--- src/rtl/regfile_wb_arbiter.sv ---
// Register-file write-port arbiter: port A (never stalls) beats port M (MDU handshake),
// with a one-entry hold buffer for displaced M results and a busy scoreboard for decode.
module regfile_wb_arbiter #(
    parameter int ADDR_W = 5,
    parameter int DATA_W = 32,
    parameter int CNT_W  = 16
) (
    input  logic              clk,
    input  logic              rst,
    input  logic              issue_valid,
    input  logic [ADDR_W-1:0] issue_rd,
    input  logic [ADDR_W-1:0] chk_rs,
    input  logic [ADDR_W-1:0] chk_rt,
    output logic              hazard,
    input  logic              a_valid,
    input  logic [ADDR_W-1:0] a_addr,
    input  logic [DATA_W-1:0] a_data,
    input  logic              m_valid,
    input  logic [ADDR_W-1:0] m_addr,
    input  logic [DATA_W-1:0] m_data,
    output logic              m_ready,
    output logic              reg_we,
    output logic [ADDR_W-1:0] reg_W_addr,
    output logic [DATA_W-1:0] wdata,
    output logic [31:0]       busy_mask,
    output logic [CNT_W-1:0]  conflict_cnt
);

    typedef enum logic {HOLD_EMPTY, HOLD_FULL} hold_state_t;

    hold_state_t       r_state;
    logic [ADDR_W-1:0] r_hold_addr;
    logic [DATA_W-1:0] r_hold_data;
    logic              r_we;
    logic [ADDR_W-1:0] r_addr;
    logic [DATA_W-1:0] r_data;
    logic              r_src_m;
    logic [31:0]       r_busy;
    logic [CNT_W-1:0]  r_cnt;

    logic              w_m_fire;
    logic              w_sel_valid;
    logic              w_sel_m;
    logic [ADDR_W-1:0] w_sel_addr;
    logic [DATA_W-1:0] w_sel_data;
    logic [31:0]       w_busy_nxt;

    assign m_ready  = !rst && (r_state == HOLD_EMPTY);
    assign w_m_fire = m_valid && m_ready;

    always_comb begin
        w_sel_valid = 1'b0;
        w_sel_m     = 1'b0;
        w_sel_addr  = '0;
        w_sel_data  = '0;
        if (a_valid) begin
            w_sel_valid = 1'b1;
            w_sel_addr  = a_addr;
            w_sel_data  = a_data;
        end else if (r_state == HOLD_FULL) begin
            w_sel_valid = 1'b1;
            w_sel_m     = 1'b1;
            w_sel_addr  = r_hold_addr;
            w_sel_data  = r_hold_data;
        end else if (w_m_fire) begin
            w_sel_valid = 1'b1;
            w_sel_m     = 1'b1;
            w_sel_addr  = m_addr;
            w_sel_data  = m_data;
        end
    end

    // Clear is applied before set so a same-cycle issue to the committing register wins.
    always_comb begin
        w_busy_nxt = r_busy;
        if (r_we && r_src_m)
            w_busy_nxt[r_addr] = 1'b0;
        if (issue_valid && (issue_rd != '0))
            w_busy_nxt[issue_rd] = 1'b1;
        w_busy_nxt[0] = 1'b0;
    end

    always_ff @(posedge clk) begin
        if (rst) begin
            r_state     <= HOLD_EMPTY;
            r_hold_addr <= '0;
            r_hold_data <= '0;
            r_we        <= 1'b0;
            r_addr      <= '0;
            r_data      <= '0;
            r_src_m     <= 1'b0;
            r_busy      <= '0;
            r_cnt       <= '0;
        end else begin
            r_busy <= w_busy_nxt;
            r_we   <= w_sel_valid && (w_sel_addr != '0);
            if (w_sel_valid) begin
                r_addr  <= w_sel_addr;
                r_data  <= w_sel_data;
                r_src_m <= w_sel_m;
            end
            case (r_state)
                HOLD_EMPTY: begin
                    if (a_valid && w_m_fire) begin
                        r_state     <= HOLD_FULL;
                        r_hold_addr <= m_addr;
                        r_hold_data <= m_data;
                        if (r_cnt != '1)
                            r_cnt <= r_cnt + 1'b1;
                    end
                end
                HOLD_FULL: begin
                    if (!a_valid)
                        r_state <= HOLD_EMPTY;
                end
                default: r_state <= HOLD_EMPTY;
            endcase
        end
    end

    assign reg_we       = r_we;
    assign reg_W_addr   = r_addr;
    assign wdata        = r_data;
    assign busy_mask    = r_busy;
    assign conflict_cnt = r_cnt;
    assign hazard       = r_busy[chk_rs] | r_busy[chk_rt];

endmodule

--- config.mk ---
export PLATFORM = sky130hd
export DESIGN_NAME = regfile_wb_arbiter
export DESIGN_NICKNAME = d
export VERILOG_FILES = /design/src/rtl/regfile_wb_arbiter.sv
export SDC_FILE = /design/constraint.sdc
export NUM_CORES = 1
export LEC_CHECK = 0
export ABC_CLOCK_PERIOD_IN_PS = 2400
export CORE_MARGIN = 2
export CORE_UTILIZATION = 30
export CTS_CLUSTER_DIAMETER = 40
export DETAILED_ROUTE_END_ITERATION = 10
export REMOVE_ABC_BUFFERS = 1
export SLEW_MARGIN = 20
export SYNTH_ARGS = -nofsm -noshare
export SYNTH_HDL_FRONTEND = slang
export SYNTH_SLANG_ARGS = --single-unit
--- constraint.sdc ---
create_clock -name clk -period 2.4 [get_ports clk]
set_input_delay 0.24 -clock clk [delete_from_list [all_inputs] [get_ports clk]]
set_output_delay 0.24 -clock clk [all_outputs]
set_load 0.05 [all_outputs]
Yosys cells after proc, flatten, opt, wreduce, memory -nomap -nowiden
Index checks and enable logic that the tools add are counted.
- add/subtract/negate cells: 1
- order comparisons: 6
- eq/ne operators: 1
- multiplexer cells: 23
- bitwise logic cells: 5
- reduce and logical (&&, ||, !) cells: 13
- operators by type and width (operator ; count):
    $mux 32 ; 5
    $and 32x32->32 ; 1
    $not 32->32 ; 1
    $or 32x32->32 ; 1
    $lt 5x6->1 const B ; 4
    $add 16x1->16 const B ; 1
    $ne 16x16->1 const B ; 1
    $mux 5 ; 3
    $bmux 1 s5 ; 2
    $demux 1 s5 ; 2
    $ge 5x1->1 const B ; 2
    $mux 1 ; 10
    $reduce_bool 5->1 ; 2
    $logic_and 1x1->1 ; 8
    $reduce_and 3->1 ; 1
    $pmux 1 s2 ; 1
    $reduce_and 2->1 ; 1
    $logic_not 1->1 ; 1
    $not 1->1 ; 1
    $or 1x1->1 ; 1
- register bits after elaboration: 125
- bits of input ports: 94
- output and inout bits: 88
- word-level logic and storage cells: 59

Depth between registers and ports, before layout
Gate-level depths: netlist of the first run.
- depth in word-level cells: 9
- depth in mapped cells: 8

Least setup slack after synthesis of the first run
No wires, ideal clock.
- path type: reg2out
- start: register r_busy[25], in the netlist busy_mask[25]
- end: output hazard
- arrival time: 2.039 ns
- slack: 0.121 ns
- stages on the path, launching flop included: 6
- path buffers: 0
- path through: dfxtp_1 > mux4_2 > nand2_1 > o211ai_1 > a21oi_1 > o211ai_1
- cells in the longest elaborated chain, start to end: 3
- elaborated cells between the ends (all ways): 5
- those cells by class: mux (4); bitwise (1)
- RTL lines (item ; line ; source):
    start: declaration ; 38 ; logic [31:0] r_busy;
    start signal: assignment ; 95 ; r_busy <= w_busy_nxt;
    $bmux 1 s5 ; 126 ; assign hazard = r_busy[chk_rs] | r_busy[chk_rt];
    $mux 1 (not written as such) ; 126 ;
    $or 1x1->1 * ; 126 ;
    end: declaration ; 14 ; output logic hazard,
Every way passes the cells marked *; elsewhere a longest branch is shown, timed or not. The select of a mux whose other input is x is not followed.

Final worst setup path of the first run
- start: input chk_rs[2]
- end: output hazard
- cells in the longest elaborated chain, start to end: 3
- RTL lines (item ; line ; source):
    start: declaration ; 12 ; input logic [ADDR_W-1:0] chk_rs,
    $bmux 1 s5 ; 126 ;
    $mux 1 (not written as such) ; 126 ;
    $or 1x1->1 ; 126 ;
Every way passes these cells. The select of a mux whose other input is x is not followed.

==> results of run 1 <==
==> flip-flops by register name, indices dropped and copies added (netlist names) <==
register / count
conflict_cnt: 16
r_hold_addr: 5
reg_W_addr: 5
busy_mask: 31
r_hold_data: 32
r_state: 1
wdata: 32
reg_we: 1
r_src_m: 1
==> cell type report <==
class	count	area share, %
timing repair buffer	209	24.20
multi-input combinational	498	35.08
inverter	21	0.9353
sequential	124	29.47
clock inverter	7	1.069
tap	234	3.474
clock buffer	22	5.745
antenna	1	0.02969
==> worst max-delay path, cell delays in order <==
cell and delay, ps:
clkdlybuf4s50_1 580, mux4_2 530, mux2i_1 180, nand2_1 70, a21oi_1 130, o211ai_1 100, buf_4 200
==> final timing paths <==
kind                                                    from                            to  slack [ps]
worst max-delay path                               chk_rs[2]                        hazard         120
worst min-delay path                                 a_valid          r_src_m$_SDFFE_PP0P_         330
worst max register to register  conflict_cnt[0]$_SDFFE_PP0P_  conflict_cnt[1]$_SDFFE_PP0P_         380
worst min register to register   r_hold_data[1]$_SDFFE_PP0P_   r_hold_data[1]$_SDFFE_PP0P_         450
==> power groups by stage <==
stage          clock network (uW)  registers (uW)  logic (uW)
2_1_floorplan                   0            2430         218
3_3_place_gp                    0            2240         885
3_5_place_dp                    0            2240         889
4_1_cts                      2550            2200         891
5_1_grt                      2630            2210         946
6_report                     2500            2200         884
==> stage by stage <==
| step | instances | hold slack, ps | utilization, % | area [sq um] | TNS (ps) |
|---|---|---|---|---|---|
| floorplan | 643 | 309.1 | - | 5517 | -37640 |
| global placement | 1086 | 442.4 | 41.81 | 7846 | 0 |
| detailed placement | 1086 | 447.9 | 41.81 | 7846 | 0 |
| CTS | 1115 | 318.3 | 44.87 | 8421 | 0 |
| global route | 1115 | 339.5 | 44.89 | 8426 | 0 |
| finish | 1116 | 326.0 | 44.91 | 8428 | 0 |
==> placed cells by master, fill, tap and decap left out, drive strengths merged, types with 8 or more instances in the layout <==
cell,count
o21ai,41
inv,21
a2111oi,19
nand2,130
clkdlybuf4s50,175
a21oi,86
buf,32
a22oi,18
dfxtp,124
mux4,13
nor2,67
o211ai,8
a221oi,32
clkbuf,22
==> cell families (layout without fill, tap and decap cells) <==
| logic type | Yosys count | after routing | synth area share [%] |
|---|---|---|---|
| other | 1 | 2 | 0.06501 |
| AND/OR/NAND/NOR | 254 | 254 | 19.67 |
| adder cells (fa/ha/maj) | 1 | 1 | 0.2169 |
| flip-flops | 124 | 124 | 43.04 |
| multiplexers | 24 | 24 | 7.093 |
| AO/OA/AOI/OAI | 214 | 214 | 23.58 |
| XOR/XNOR | 4 | 4 | 0.6075 |
| buffers and inverters | 78 | 259 | 5.727 |
==> layer usage <==
| metal | track usage, % | part of all wire (%) |
|---|---|---|
| met1 | 23.04 | 43 |
| met5 | 0 | 0 |
| met4 | 5.263 | 1.3 |
| met3 | 6.606 | 8.4 |
| met2 | 30.85 | 47 |
==> results.md, run 1 <==
- Clock root buffer: clkbuf_16
- Ports: 182
- Slew headroom: 39.05%
- Logic pwr share: 15.8%
- Placer Congestion: 0.9187
- Reg clk slew, reported paths: 50 ps
- Fraction of layout cells with a size suffix above 1: 9.648%
- Max Fclk: 438.3 MHz
- Leading area contributor after synthesis: dfxtp_1
- Sequential Area: 2484 sq um
- Die ar.: 20350 sq um
- Die H: 142.7 um
- RSZ-0062 raised after global routing: no
- Clock network fraction of total power: 44.8%
- DP Worst Slack: 35.60 ps
- Synthesis-to-layout area growth: 46.12%
- Vias in the first global route: 5812
- Sequential area share after synthesis: 43.04%
- Antenna Nets Post-Route: 0
- Switch Pwr: 1456 uW
- First-pass GRT wire length: 29830 um
- Fill count: 1856
- Distinct cells, synth: 46
- WL/cell: 17.05 um
- Core area: 18770 sq um
- Clock buffer depth: 2
- Post-synth ARST share: 0%
- Hold Crit Class: in -> reg
- Skew-Pair Late Insertion Delay: 420 ps
- Pwr dens: 661.9 nW/um^2
- Yosys top cell area share: 43.04%
- Count of final setup violators: 0
- Port-buffer cells: 180
- Multi-input logic area: 2957 sq um
- Initial antenna violation count: 1
- Ys Warns: 0
- Avg Inst Size Synth: 8.240 sq um
- Final hold viol count: 0
- Total global-route track usage: 18.67%
- Post-synthesis instance total: 700
- Outcome: finished clean
- Number of synthesized register bits: 124
- Die width: 142.7 um
- Post-CTS Resized: 0
- Sequential share of power: 39.4%
- Remaining Overflow, GRT: 0
- Initial DRC count: 364
- Crit start category: input pin
- Total power: 5579 uW
- Worst endpoint required time: 2160 ps
- Min Clock Period, post-route: 2281 ps
- CTS buffer count: 17
- Post-synth top cells: 130 x nand2_1, 124 x dfxtp_1, 86 x a21oi_1
- Setup bufs post-CTS: 0
- Hold Path Stages: 3
- Arrival @ worst endpoint: 2040 ps
- Final nets: 966
- Worst Skew: 7.921 ps
- Post-DP HPWL: 13460 um
- Pin count of the biggest net entering global routing: 67
- Worst Max-Slew Pin Slew: 913.6 ps
- Vias per cell: 5.255
- Max Cap Viol: 0
- CTS tree: built
- Post-Route WL: 19030 um
- CP endpoint kind: primary output
- EDFF count, synth: 0
- H-tree depth: 4
- Clock Sinks: 124
- FF-to-FF path depth: 7
- Post-route setup slack: 118.5 ps
- Synth top area cells: dfxtp_1 43%, nand2_1 8.5%, a21oi_1 7.5%
- Int Power: 4123 uW
- Post-CTS Hold Buffers: 0
- Final Cycle Share: 95.06%
- Top_reg_cell synth: dfxtp_1
- Drc violations: 0
- Crit path kind: in -> out
- Count leader, synth: nand2_1
- CP max FO: 4
- Via count: 5865
- Switching Share: 26.09%
- Starting Density: 30.73%
- Leakage power total: 0.003038 uW
- Rows: 50
- Worst IR Drop VDD: 0.4837 mV
- Initial DRT Pass Iterations: 7
- Fin. max-slew vios: 0
- Post-synthesis cell area: 5768 sq um
No activity file was read; power rests on OpenSTA's default activity.
==> run 2, diff against run 1 <==
--- a/config.mk
+++ b/config.mk
@@ -5,10 +5,9 @@
 export SDC_FILE = /design/constraint.sdc
 export NUM_CORES = 1
 export LEC_CHECK = 0
-export ABC_CLOCK_PERIOD_IN_PS = 2400
+export ABC_CLOCK_PERIOD_IN_PS = 1800
 export CORE_MARGIN = 2
 export CORE_UTILIZATION = 30
-export CTS_CLUSTER_DIAMETER = 40
 export DETAILED_ROUTE_END_ITERATION = 10
 export REMOVE_ABC_BUFFERS = 1
 export SLEW_MARGIN = 20
==> constraint.sdc (replaced) <==
create_clock -name clk -period 1.8 [get_ports clk]
set_input_delay 0.18 -clock clk [delete_from_list [all_inputs] [get_ports clk]]
set_output_delay 0.18 -clock clk [all_outputs]
set_load 0.05 [all_outputs]
==> results.md, run 2 (synthesis results as in run 1) <==
- Total global-route track usage: 19.20% (was 18.67%)
- Final nets: 1008 (was 966)
- Vias per cell: 5.247 (was 5.255)
- Slew headroom: 61.25% (was 39.05%)
- Drc violations: 0 (unchanged)
- Final core occ: 46.71% (was 44.91%)
- Count of final setup violators: 1 (was 0)
- DP Worst Slack: -472.5 ps (was 35.60 ps)
- Outcome: complete, but fails checks (was finished clean)
- Worst Hold End: wdata[15]$_SDFFE_PP0P_ (was r_src_m$_SDFFE_PP0P_)
- Post-CTS Hold Buffers: 0 (unchanged)
- Crit start category: register (was input pin)
- Vias in the first global route: 5910 (was 5812)
- FF-to-FF End: conflict_cnt[1]$_SDFFE_PP0P_ (unchanged)
- Failing checks: setup timing
- Initial antenna violation count: 2 (was 1)
- Placer Congestion: 0.8592 (was 0.9187)
- Worst endpoint required time: 1620 ps (was 2160 ps)
- CP endpoint kind: primary output (unchanged)
- Hold Crit Class: in -> reg (unchanged)
- Clock Sinks: 124 (unchanged)
- Hold WS: 110.7 ps (was 326.0 ps)
- Grt peak-use layer: met2 (unchanged)
- Final Cycle Share: 117.4%
- Crit path kind: reg -> out (was in -> out)
- Worst Skew: 8.754 ps (was 7.921 ps)
- Post-route setup slack: -313.0 ps (was 118.5 ps)
- Most frequent cells in the layout: 130 x nand2_1, 117 x clkdlybuf4s50_1, 108 x dfxtp_1, 89 x buf_4, 84 x a21oi_1 (was 175 x clkdlybuf4s50_1, 130 x nand2_1, 123 x dfxtp_1, 86 x a21oi_1, 67 x nor2_1)
- Min Clock Period, post-route: 2113 ps
- Reg-to-reg startpoint: conflict_cnt[1]$_SDFFE_PP0P_ (was conflict_cnt[0]$_SDFFE_PP0P_)
- Grt met2 use: 30.97% (was 30.85%)
- Initial DRC count: 377 (was 364)
- Clock root buffer: clkbuf_16 (unchanged)
- Post-Route WL: 19460 um (was 19030 um)
- Rows: 50 (unchanged)
- Max Fclk: 473.3 MHz
- Fraction of layout cells with a size suffix above 1: 18.55% (was 9.648%)
- Pwr dens: 863.4 nW/um^2 (was 661.9 nW/um^2)
- Met1 global-route usage: 23.75% (was 23.04%)
- Remaining Overflow, GRT: 0 (unchanged)
- GR Util met3: 6.304% (was 6.606%)
- Post-DP HPWL: 14010 um (was 13460 um)
- Skew-Pair Late Insertion Delay: 420 ps (about the same)
- Total power: 7569 uW (was 5579 uW)
- Initial DRT Pass Iterations: 5 (was 7)
- Worst R2R Setup Slack: 50 ps (was 380 ps)
- Clock buffer depth: 2 (unchanged)
- CTS tree: built (unchanged)
- H-tree depth: 4 (unchanged)
- RSZ-0062 raised after global routing: yes (was no)
- Hold Path Stages: 2 (was 3)
- Worst IR Drop VDD: 0.6420 mV (was 0.4837 mV)
- Max Cap Viol: 0 (unchanged)
- Die H: 142.7 um (unchanged)
- Ports: 182 (unchanged)
- Worst Max-Slew Pin Slew: 581.2 ps (was 913.6 ps)
- N_diodes: 0 (was 1)
- WL/cell: 16.83 um (was 17.05 um)
- Fin. max-slew vios: 0 (unchanged)
- Die width: 142.7 um (unchanged)
- Hold wc startpoint: a_valid (unchanged)
- First-pass GRT wire length: 30820 um (was 29830 um)
- Commonest non-fill, non-tap cell in the layout: nand2_1 (was clkdlybuf4s50_1)
- Starting Density: 30.73% (unchanged)
- Leakage power total: 0.003535 uW (was 0.003038 uW)
- FF-to-FF path depth: 8 (was 7)
- Core area: 18770 sq um (unchanged)
- CTS buffer count: 17 (unchanged)
- Port-buffer cells: 180 (unchanged)
- Via count: 6066 (was 5865)
- Fill count: 1850 (was 1856)
- Reg clk slew, reported paths: 60 ps (was 50 ps)
- Final hold viol count: 0 (unchanged)
- Die ar.: 20350 sq um (unchanged)
- Setup TNS: -313.0 ps (was 0 ps)
- Antenna Nets Post-Route: 0 (unchanged)
- Synthesis-to-layout area growth: 52.00% (was 46.12%)
- Pin count of the biggest net entering global routing: 129 (was 67)
- CP max FO: 4 (unchanged)
- Arrival @ worst endpoint: 1930 ps (was 2040 ps)
-- run 2: worst max path at each step --
stage | endpoint | cells past startpoint | from | slack (ps)
after floorplan | conflict_cnt[11]$_SDFFE_PP0P_ | 5 | r_state$_SDFF_PP0_ | -1770
after global placement | hazard | 7 | chk_rt[0] | -440
after detailed placement | hazard | 7 | chk_rt[0] | -470
after CTS | hazard | 5 | busy_mask[22]$_SDFF_PP0_ | -340
after global routing | hazard | 5 | busy_mask[27]$_SDFF_PP0_ | -400
final | hazard | 5 | busy_mask[18]$_SDFF_PP0_ | -310
-- run 2: stage by stage --
stage / instance area, sq um / std cells
final: 8767 / 1156
after CTS: 8686 / 1154
after global placement: 8129 / 1126
after detailed placement: 8129 / 1126
after global routing: 8767 / 1156
after floorplan: 5517 / 643
-- run 2: what timing repair did --
action	in CTS	in global routing
setup buffers	0	2
endpoints found under the setup margin	34	13
resized for setup	47	19
pin swaps	3	4
-- run 2: per-layer routing --
metal / wire length, um / vias up / part of all wire, %
li1: - / 2946 / -
met1: 8276 / 2821 / 43
met2: 8974 / 254 / 46
met3: 1705 / 41 / 8.8
met4: 480 / 4 / 2.5
met5: 23 / - / 0.12
-- run 2: power by group --
group	switching (uW)	internal, uW	leakage [uW]
clock network	1220	2200	0.000286
logic	699	525	0.00223
registers	73.5	2850	0.00102
-- run 2: layout make-up --
type,instances,area (sq um),area share [%]
Tap cell,234,292.8,3.340
Clock inverter,9,122.6,1.399
Clock buffer,19,452.9,5.166
Inverter,21,78.83,0.8991
Timing Repair Buffer,251,2307,26.32
Sequential cell,124,2502,28.54
Multi-Input combinational cell,498,3010,34.34
-- run 2: critical path, stage by stage, from the launching register on --
cell and delay [ps]:
dfxtp_2 350, mux4_2 450, mux2_2 270, a31oi_1 130
o211ai_1 110, buf_4 200
